[src/rtl/m3_sliceperiodgen_pkg.sv]
// Shared constants and helpers for the motor-3 slice period generator.
// The speed calculator imports the same package, so both agree on the period limits.
package m3_sliceperiodgen_pkg;

    // Longest slice period in clkI cycles; also the idle/reset period.
    localparam logic [31:0] eachSlicePeriodMax = 32'd2_000_000;
    // Shortest slice period in clkI cycles.
    localparam logic [31:0] clkPeriodMin       = 32'd40;
    // Highest commutation phase index in one electrical round.
    localparam logic [2:0]  phaseLast          = 3'd5;

    // Next commutation phase: +1 mod 6 forward, -1 mod 6 in reverse.
    function automatic logic [2:0] phaseStep(input logic [2:0] phase, input logic reverse);
        logic [2:0] nextPhase;
        if (reverse) begin
            nextPhase = (phase == 3'd0) ? phaseLast : phase - 3'd1;
        end else begin
            nextPhase = (phase == phaseLast) ? 3'd0 : phase + 3'd1;
        end
        return nextPhase;
    endfunction

endpackage

[src/rtl/m3_sliceperiodgen_if.sv]
// Control/status bundle between the speed calculator, this generator and the phase stage.
// Inputs are level signals sampled on every clkI edge; the *_1O outputs are single-cycle
// pulses, the remaining outputs are registered levels. There is no backpressure.
interface m3_sliceperiodgen_if;
    logic        workingI;
    logic        m3forceStopI;
    logic        m3invRotateI;
    logic [31:0] dstRoundLenI;
    logic        nextCalc_1O;
    logic        sliceTick_1O;
    logic [2:0]  phaseIdxO;
    logic        driveEnO;
    logic [31:0] curPeriodO;
    logic [1:0]  stateDbgO;

    modport master (
        output workingI, m3forceStopI, m3invRotateI, dstRoundLenI,
        input  nextCalc_1O, sliceTick_1O, phaseIdxO, driveEnO, curPeriodO, stateDbgO
    );

    modport slave (
        input  workingI, m3forceStopI, m3invRotateI, dstRoundLenI,
        output nextCalc_1O, sliceTick_1O, phaseIdxO, driveEnO, curPeriodO, stateDbgO
    );
endinterface

[src/rtl/m3_sliceperiodgen_clamp.sv]
// Combinational clamp of a requested slice period into the legal range.
module m3_periodClamp
    import m3_sliceperiodgen_pkg::*;
(
    input  logic [31:0] lenI,
    output logic [31:0] periodO
);

    // Unsigned 32-bit limit against both bounds.
    always_comb begin
        periodO = lenI;
        if (lenI < clkPeriodMin) begin
            periodO = clkPeriodMin;
        end else if (lenI > eachSlicePeriodMax) begin
            periodO = eachSlicePeriodMax;
        end
    end

endmodule

[src/rtl/m3_sliceperiodgen.sv]
// Motor-3 commutation slice timer: splits clkI into six-slice electrical rounds,
// steps the phase index and pulses nextCalc_1O once per completed round.
module m3_sliceperiodgen
    import m3_sliceperiodgen_pkg::*;
(
    input  logic                  clkI,
    input  logic                  nRstI,
    m3_sliceperiodgen_if.slave    bus
);

    typedef enum logic [1:0] {
        IDLE = 2'd0,
        RUN  = 2'd1,
        DEAD = 2'd2,
        STOP = 2'd3
    } state_t;

    state_t      state;
    logic [2:0]  phaseIdx;
    logic [2:0]  roundCnt;
    logic        dirRev;
    logic [31:0] sliceCnt;
    logic [31:0] curPeriod;
    logic        sliceTick;
    logic        nextCalc;
    logic        driveEn;
    logic [31:0] clampedLen;
    logic        dirMatch;

    m3_periodClamp uClamp (
        .lenI    (bus.dstRoundLenI),
        .periodO (clampedLen)
    );

    // A requested direction equal to the latched one keeps commutating; otherwise a dead slice follows.
    assign dirMatch = (bus.m3invRotateI == dirRev);

    // Single state register process: run enable beats stop, stop beats normal slice sequencing.
    always_ff @(posedge clkI or negedge nRstI) begin
        if (!nRstI) begin
            state     <= IDLE;
            phaseIdx  <= 3'd0;
            roundCnt  <= 3'd0;
            dirRev    <= 1'b0;
            sliceCnt  <= 32'd0;
            curPeriod <= eachSlicePeriodMax;
            sliceTick <= 1'b0;
            nextCalc  <= 1'b0;
            driveEn   <= 1'b0;
        end else begin
            sliceTick <= 1'b0;
            nextCalc  <= 1'b0;
            if (!bus.workingI || (state == STOP && !bus.m3forceStopI)) begin
                // Disabled, or leaving STOP: every restart begins from phase 0.
                state     <= IDLE;
                phaseIdx  <= 3'd0;
                roundCnt  <= 3'd0;
                sliceCnt  <= 32'd0;
                curPeriod <= eachSlicePeriodMax;
                dirRev    <= bus.m3invRotateI;
                driveEn   <= 1'b0;
            end else if (bus.m3forceStopI) begin
                state    <= STOP;
                sliceCnt <= 32'd0;
                driveEn  <= 1'b0;
            end else begin
                case (state)
                    IDLE: begin
                        state     <= RUN;
                        curPeriod <= clampedLen;
                        sliceCnt  <= clampedLen - 32'd1;
                        dirRev    <= bus.m3invRotateI;
                        driveEn   <= 1'b1;
                    end
                    RUN, DEAD: begin
                        if (sliceCnt != 32'd0) begin
                            sliceCnt <= sliceCnt - 32'd1;
                        end else begin
                            // Slice boundary: latch the next period and reload the down-counter.
                            sliceTick <= 1'b1;
                            curPeriod <= clampedLen;
                            sliceCnt  <= clampedLen - 32'd1;
                            if (state == DEAD) begin
                                state    <= RUN;
                                dirRev   <= bus.m3invRotateI;
                                roundCnt <= 3'd0;
                                driveEn  <= 1'b1;
                            end else if (dirMatch) begin
                                phaseIdx <= phaseStep(phaseIdx, dirRev);
                                if (roundCnt == phaseLast) begin
                                    roundCnt <= 3'd0;
                                    nextCalc <= 1'b1;
                                end else begin
                                    roundCnt <= roundCnt + 3'd1;
                                end
                            end else begin
                                state   <= DEAD;
                                driveEn <= 1'b0;
                            end
                        end
                    end
                    default: begin
                        state   <= STOP;
                        driveEn <= 1'b0;
                    end
                endcase
            end
        end
    end

    assign bus.nextCalc_1O  = nextCalc;
    assign bus.sliceTick_1O = sliceTick;
    assign bus.phaseIdxO    = phaseIdx;
    assign bus.driveEnO     = driveEn;
    assign bus.curPeriodO   = curPeriod;
    assign bus.stateDbgO    = state;

endmodule

[src/flat_wrapper.sv]
// flat-port wrapper written by rule: the top's interface ports become plain ports
module m3_sliceperiodgen_flat import m3_sliceperiodgen_pkg::*;
  (clkI, nRstI, bus_workingI, bus_m3forceStopI, bus_m3invRotateI, bus_dstRoundLenI, bus_nextCalc_1O, bus_sliceTick_1O, bus_phaseIdxO, bus_driveEnO, bus_curPeriodO, bus_stateDbgO);
  m3_sliceperiodgen_if bus_i ();
  input  logic clkI;
  input  logic nRstI;
  input wire logic [$bits(bus_i.workingI)-1:0] bus_workingI;
  input wire logic [$bits(bus_i.m3forceStopI)-1:0] bus_m3forceStopI;
  input wire logic [$bits(bus_i.m3invRotateI)-1:0] bus_m3invRotateI;
  input wire logic [$bits(bus_i.dstRoundLenI)-1:0] bus_dstRoundLenI;
  output wire logic [$bits(bus_i.nextCalc_1O)-1:0] bus_nextCalc_1O;
  output wire logic [$bits(bus_i.sliceTick_1O)-1:0] bus_sliceTick_1O;
  output wire logic [$bits(bus_i.phaseIdxO)-1:0] bus_phaseIdxO;
  output wire logic [$bits(bus_i.driveEnO)-1:0] bus_driveEnO;
  output wire logic [$bits(bus_i.curPeriodO)-1:0] bus_curPeriodO;
  output wire logic [$bits(bus_i.stateDbgO)-1:0] bus_stateDbgO;
  assign bus_i.workingI = bus_workingI;
  assign bus_i.m3forceStopI = bus_m3forceStopI;
  assign bus_i.m3invRotateI = bus_m3invRotateI;
  assign bus_i.dstRoundLenI = bus_dstRoundLenI;
  assign bus_nextCalc_1O = bus_i.nextCalc_1O;
  assign bus_sliceTick_1O = bus_i.sliceTick_1O;
  assign bus_phaseIdxO = bus_i.phaseIdxO;
  assign bus_driveEnO = bus_i.driveEnO;
  assign bus_curPeriodO = bus_i.curPeriodO;
  assign bus_stateDbgO = bus_i.stateDbgO;
  m3_sliceperiodgen u_core (.clkI(clkI), .nRstI(nRstI), .bus(bus_i));
endmodule
[config.mk]
export PLATFORM = sky130hd
export DESIGN_NAME = m3_sliceperiodgen_flat
export DESIGN_NICKNAME = d
export VERILOG_FILES = /design/src/rtl/m3_sliceperiodgen_pkg.sv /design/src/rtl/m3_sliceperiodgen_if.sv /design/src/rtl/m3_sliceperiodgen_clamp.sv /design/src/rtl/m3_sliceperiodgen.sv /design/src/flat_wrapper.sv
export SDC_FILE = /design/constraint.sdc
export NUM_CORES = 1
export LEC_CHECK = 0
export CELL_PAD_IN_SITES_DETAIL_PLACEMENT = 1
export CELL_PAD_IN_SITES_GLOBAL_PLACEMENT = 2
export CORE_ASPECT_RATIO = 2
export CORE_MARGIN = 2
export CORE_UTILIZATION = 35
export DETAILED_ROUTE_END_ITERATION = 16
export PLACE_DENSITY_LB_ADDON = 0.1
export SLEW_MARGIN = 0
export SYNTH_ARGS = -nofsm -noshare
export SYNTH_HDL_FRONTEND = slang
export SYNTH_SLANG_ARGS = --single-unit
[constraint.sdc]
create_clock -name clkI -period 6.45 [get_ports clkI]
set_input_delay 1.29 -clock clkI [delete_from_list [all_inputs] [get_ports clkI]]
set_output_delay 1.29 -clock clkI [all_outputs]
set_load 0.01 [all_outputs]
==> report_table.html <==
<table>
<tr><th>Metric</th><th>Value</th></tr>
<tr><th colspan="2">Outcome</th></tr>
<tr><td>Outcome</td><td>complete, no violations</td></tr>
<tr><th colspan="2">Setup path</th></tr>
<tr><td>Critical path data arrival time</td><td>about 5300 ps</td></tr>
<tr><td>Required time reported for the critical path endpoint</td><td>approximately 6700 ps</td></tr>
<tr><td>Startpoint-to-endpoint class of the critical path</td><td>primary input to flop</td></tr>
<tr><td>Highest net fanout along the worst path</td><td>11</td></tr>
<tr><td>Internal reg-to-reg setup slack</td><td>3270 ps</td></tr>
<tr><td>Crit start category</td><td>primary input</td></tr>
<tr><td>Setup crit end kind</td><td>flop</td></tr>
<tr><th colspan="2">Synthesis</th></tr>
<tr><td>Yosys cell types</td><td>67</td></tr>
<tr><td>Main area contributors after synthesis</td><td>sky130_fd_sc_hd__dfrtp_1, sky130_fd_sc_hd__o21ai_0, sky130_fd_sc_hd__dfstp_2</td></tr>
<tr><td>Largest area contributor in the synthesized netlist</td><td>sky130_fd_sc_hd__dfrtp_1</td></tr>
<tr><td>Synthesized cell area</td><td>between 0.004 and 0.005 mm^2</td></tr>
<tr><td>Main combinational cell family by area after synthesis</td><td>simple AND/OR/NAND/NOR gates</td></tr>
<tr><td>Post-synthesis share of cell area spent on and, or, nand and nor gates</td><td>0.242</td></tr>
<tr><td>Net Count, Synth</td><td>roughly 540</td></tr>
<tr><td>Mapped Cells</td><td>498</td></tr>
<tr><td>Top_reg_cell synth</td><td>sky130_fd_sc_hd__dfrtp_1</td></tr>
<tr><td>Synth Register Bits</td><td>76</td></tr>
<tr><td>Mean instance size in the synthesized netlist</td><td>about 9.1 um^2</td></tr>
<tr><td>Synth top area share</td><td>0.381</td></tr>
<tr><td>Arithmetic-cell share of the synthesized area counting full adders, half adders and majority gates</td><td>0.0248</td></tr>
<tr><td>Mux share of post-synthesis cell area</td><td>0.00966</td></tr>
<tr><td>Post-synthesis xor/xnor area fraction</td><td>0.0290</td></tr>
<tr><td>Sequential fraction of the synthesis area</td><td>0.421</td></tr>
<tr><td>Count of flip-flops with a built-in enable after synthesis</td><td>0</td></tr>
<tr><td>Synth Area in Compound Gates</td><td>0.234</td></tr>
<tr><td>Share of flip-flops with an asynchronous set or reset</td><td>1.00</td></tr>
<tr><td>Synth warnings</td><td>0</td></tr>
<tr><th colspan="2">GRT</th></tr>
<tr><td>Maximum number of pins on one net before global-route repair</td><td>77</td></tr>
<tr><td>Global-route track usage on met3</td><td>0.0330</td></tr>
<tr><td>Number of global-route vias before repair</td><td>between 4000 and 5000</td></tr>
<tr><td>M2 GR Usage</td><td>0.452</td></tr>
<tr><td>Combined global-route utilization of all metal layers</td><td>0.227</td></tr>
<tr><td>Number of antenna violations at the first check in global routing</td><td>0</td></tr>
<tr><td>Busiest layer in global routing</td><td>met2</td></tr>
<tr><td>Gr ovfl total</td><td>0</td></tr>
<tr><td>Global-route wire length before repair</td><td>24.9 mm</td></tr>
<tr><td>GR Layer Usage met1</td><td>0.231</td></tr>
<tr><th colspan="2">Routing</th></tr>
<tr><td>Total routed wirelength</td><td>roughly 15 mm</td></tr>
<tr><td>Average detailed-routed wire length per instance</td><td>20.9 um</td></tr>
<tr><td>Initial DRC count</td><td>199</td></tr>
<tr><td>Vias/cell</td><td>around 6.0</td></tr>
<tr><td>Count of antenna-violating nets left after detailed routing</td><td>0</td></tr>
<tr><td>Number of DRC violations after detailed routing</td><td>0</td></tr>
<tr><td>Total vias in the final route</td><td>4339</td></tr>
<tr><td>TritonRoute pass-1 iters</td><td>4</td></tr>
<tr><th colspan="2">Placed design</th></tr>
<tr><td>GP Congestion</td><td>between 0.8 and 0.9</td></tr>
<tr><td>Total placed cells including tap cells</td><td>a little over 700</td></tr>
<tr><td>Cell Area, Placed</td><td>0.00545 mm^2</td></tr>
<tr><td>DP HPWL</td><td>between 10 and 15 mm</td></tr>
<tr><td># port buffers</td><td>76</td></tr>
<tr><th colspan="2">Clock network</th></tr>
<tr><td>Count of buffers added by post-CTS timing repair for setup</td><td>0</td></tr>
<tr><td>Clock transition at the registers of the reported paths</td><td>around 60 ps</td></tr>
<tr><td>TritonCTS clock tree</td><td>built</td></tr>
<tr><td>Buffer depth of the longest clock path</td><td>2</td></tr>
<tr><td>H-tree depth</td><td>3</td></tr>
<tr><td>Number of buffers inserted during clock tree synthesis</td><td>9</td></tr>
<tr><td>Clock sink total</td><td>76</td></tr>
<tr><td>Latest clock arrival within the worst-skew pair</td><td>~340 ps</td></tr>
<tr><td>Hold bufs inserted after CTS</td><td>0</td></tr>
<tr><td>Clk root buf</td><td>sky130_fd_sc_hd__clkbuf_16</td></tr>
<tr><td>Gates resized, CTS repair</td><td>0</td></tr>
<tr><th colspan="2">Floorplanning</th></tr>
<tr><td>Effective utilization at floorplan</td><td>0.359</td></tr>
<tr><td>Die X-Extent</td><td>roughly 84 um</td></tr>
<tr><td>Die area</td><td>around 0.014 mm^2</td></tr>
<tr><td>Placement row count</td><td>58</td></tr>
<tr><td>Floorplan Core Area</td><td>between 0.01 and 0.015 mm^2</td></tr>
<tr><td>Vert. Die Dim</td><td>between 150 and 200 um</td></tr>
<tr><td>Count of pins on the block boundary</td><td>a little under 80</td></tr>
<tr><th colspan="2">Finish</th></tr>
<tr><td>Most common cell after layout, fill and taps aside</td><td>sky130_fd_sc_hd__clkdlybuf4s50_1</td></tr>
<tr><td>Number of fillers in the final layout</td><td>1484</td></tr>
<tr><td>Utilization of the core after routing</td><td>0.457</td></tr>
<tr><td>Final non-filler cell area</td><td>~0.0058 mm^2</td></tr>
<tr><td>Commonest cells after routing, fill and taps aside</td><td>sky130_fd_sc_hd__clkdlybuf4s50_1, sky130_fd_sc_hd__dfrtp_1, sky130_fd_sc_hd__o21ai_0, sky130_fd_sc_hd__nand2_1, sky130_fd_sc_hd__nor3_1</td></tr>
<tr><td>Area delta synth-&gt;final</td><td>27.2%</td></tr>
<tr><td>Fraction of layout cells with a size suffix above 1</td><td>0.106</td></tr>
<tr><td>Final instance count without filler cells</td><td>between 700 and 800</td></tr>
<tr><td>Fin nets</td><td>between 600 and 700</td></tr>
<tr><td>Final antenna diode count</td><td>0</td></tr>
<tr><th colspan="2">STA</th></tr>
<tr><td>Max Clock Skew</td><td>around 11 ps</td></tr>
<tr><td>Tightest Pin Transition</td><td>1150 ps</td></tr>
<tr><td>Worst rel slew slack</td><td>0.236</td></tr>
<tr><td>Achievable frequency</td><td>198 MHz</td></tr>
<tr><td>Tcrit/Tclk final</td><td>0.784</td></tr>
<tr><td>RSZ-0062 raised after global routing</td><td>false</td></tr>
<tr><td>Time the worst path needs with I/O delays and setup</td><td>around 5100 ps</td></tr>
<tr><td>Setup tns final</td><td>0 ps</td></tr>
<tr><td>Final setup vio count</td><td>0</td></tr>
<tr><td>Slew Viols, Final</td><td>0</td></tr>
<tr><td>Final count of hold timing violations</td><td>0</td></tr>
<tr><th colspan="2">Job</th></tr>
<tr><td>Maximum Capacitance Violations</td><td>0</td></tr>
<tr><th colspan="2">Power and ir drop</th></tr>
<tr><td>Fraction of power consumed by sequential logic</td><td>0.331</td></tr>
<tr><td>Combinational cell fraction of total power</td><td>0.373</td></tr>
<tr><td>Internal power contribution</td><td>~1.1 mW</td></tr>
<tr><td>NetSw</td><td>between 0.7 and 0.8 mW</td></tr>
<tr><td>Power density over the cells</td><td>~320 mW/mm^2</td></tr>
<tr><td>Leak</td><td>between 2 and 2.5 nW</td></tr>
<tr><td>Switching share of power</td><td>0.399</td></tr>
<tr><td>Peak ir drop on the vdd network</td><td>around 0.16 mV</td></tr>
<tr><td>Power share of the clock group</td><td>0.297</td></tr>
<tr><th colspan="2">Min path</th></tr>
<tr><td>Hold/Removal Path Class</td><td>flop to flop</td></tr>
</table>
[metal layers]
metal | share of wire | wire [um] | vias up
li1 | - | - | 2031
met1 | 0.36 | 5460 | 2174
met2 | 0.59 | 8910 | 103
met3 | 0.029 | 440 | 31
met4 | 0.026 | 389 | 0
met5 | 0 | 0 | -
[final cells by class]
| type | instances | area (um^2) | share of cell area |
|---|---|---|---|
| well taps | 150 | 188 | 0.0326 |
| repair buffers | 84 | 818 | 0.142 |
| inverters | 17 | 63.8 | 0.0111 |
| clock buffers | 10 | 229 | 0.0397 |
| flip-flops and latches | 76 | 1910 | 0.331 |
| multi-input cells | 384 | 2470 | 0.428 |
| clock inverters | 6 | 88.8 | 0.0154 |
[flip-flops by register name (all words and copies together), names as in the netlist]
signal	count
u_core.bus.stateDbgO	2
u_core.bus.driveEnO	1
u_core.dirRev	1
u_core.bus.sliceTick_1O	1
u_core.bus.nextCalc_1O	1
u_core.bus.curPeriodO	32
u_core.sliceCnt	32
u_core.bus.phaseIdxO	3
u_core.roundCnt	3
[power by group through the flow]
stage	combinational, mW	sequential, mW	clock (mW)
after floorplan	0.457	0.600	0
after global placement	0.680	0.618	0
after detailed placement	0.700	0.623	0
after CTS	0.705	0.614	0.563
after global routing	0.771	0.625	0.581
final	0.694	0.615	0.552
[cells by family (layout without fill, tap and decap cells)]
logic type      Yosys count  after routing
compound gates          157            157
xor+xnor                 15             15
simple gates            199            199
mux                       4              4
buf+inv                  38            117
flops                    76             76
fa+ha+maj                 9              9
[synthesized netlist by cell type, types with 3 or more instances]
| library cell | number |
|---|---|
| sky130_fd_sc_hd__nor3_1 | 34 |
| sky130_fd_sc_hd__nor4_1 | 18 |
| sky130_fd_sc_hd__o211ai_1 | 10 |
| sky130_fd_sc_hd__nand2b_1 | 6 |
| sky130_fd_sc_hd__or4_1 | 4 |
| sky130_fd_sc_hd__o311ai_0 | 4 |
| sky130_fd_sc_hd__mux2_2 | 3 |
| sky130_fd_sc_hd__a211oi_1 | 5 |
| sky130_fd_sc_hd__dfrtp_1 | 69 |
| sky130_fd_sc_hd__or2_2 | 3 |
| sky130_fd_sc_hd__nand3_1 | 15 |
| sky130_fd_sc_hd__o31ai_1 | 12 |
| sky130_fd_sc_hd__inv_1 | 17 |
| sky130_fd_sc_hd__and2_1 | 12 |
| sky130_fd_sc_hd__nand2_1 | 43 |
| sky130_fd_sc_hd__buf_2 | 4 |
| sky130_fd_sc_hd__clkbuf_1 | 12 |
| sky130_fd_sc_hd__xnor2_1 | 10 |
| sky130_fd_sc_hd__nor2_1 | 29 |
| sky130_fd_sc_hd__a31oi_1 | 7 |
| sky130_fd_sc_hd__a21o_1 | 3 |
| sky130_fd_sc_hd__or3_1 | 5 |
| sky130_fd_sc_hd__o22ai_1 | 6 |
| sky130_fd_sc_hd__ha_1 | 9 |
| sky130_fd_sc_hd__o21ai_1 | 4 |
| sky130_fd_sc_hd__nor3_2 | 3 |
| sky130_fd_sc_hd__a22o_1 | 11 |
| sky130_fd_sc_hd__xor2_1 | 5 |
| sky130_fd_sc_hd__nand4_1 | 5 |
| sky130_fd_sc_hd__o41ai_1 | 5 |
| sky130_fd_sc_hd__o22a_1 | 6 |
| sky130_fd_sc_hd__or4_4 | 3 |
| sky130_fd_sc_hd__o21ai_0 | 45 |
| sky130_fd_sc_hd__dfstp_2 | 7 |
| sky130_fd_sc_hd__a31o_2 | 4 |
| sky130_fd_sc_hd__buf_6 | 3 |
| sky130_fd_sc_hd__a21oi_1 | 18 |
[metrics by stage]
step	total power, mW	worst slack, ps	hold slack (ps)
after floorplan	1.06	2220	448
after global placement	1.30	1300	468
after detailed placement	1.32	1120	470
after CTS	1.88	1420	484
after global routing	1.98	1020	508
final	1.86	1400	478
[worst max-delay path: stages]
cell	delay, ps
sky130_fd_sc_hd__clkdlybuf4s50_1	540
sky130_fd_sc_hd__or4_4	630
sky130_fd_sc_hd__nand4b_1	190
sky130_fd_sc_hd__buf_4	210
sky130_fd_sc_hd__nor2_1	410
sky130_fd_sc_hd__nor2_1	140
sky130_fd_sc_hd__nand2_1	120
sky130_fd_sc_hd__ha_1	210
sky130_fd_sc_hd__inv_1	120
sky130_fd_sc_hd__nor3_1	480
sky130_fd_sc_hd__o21ai_0	280
sky130_fd_sc_hd__nor3b_1	350
sky130_fd_sc_hd__o31ai_1	120
sky130_fd_sc_hd__o311ai_0	150
[final timing paths]
path,to,start,cells past startpoint
max,u_core.sliceCnt[18]$_DFFE_PN0P_,bus_dstRoundLenI[11],14
min,u_core.roundCnt[1]$_DFFE_PN0P_,u_core.roundCnt[1]$_DFFE_PN0P_,1
max reg2reg,u_core.sliceCnt[17]$_DFFE_PN0P_,u_core.sliceCnt[18]$_DFFE_PN0P_,8
min reg2reg,u_core.roundCnt[1]$_DFFE_PN0P_,u_core.roundCnt[1]$_DFFE_PN0P_,1
max in group asynchronous,u_core.sliceCnt[5]$_DFFE_PN0P_,nRstI,1
min in group asynchronous,u_core.sliceCnt[22]$_DFFE_PN0P_,nRstI,1
Note: power is estimated with default switching activity, not from simulation.
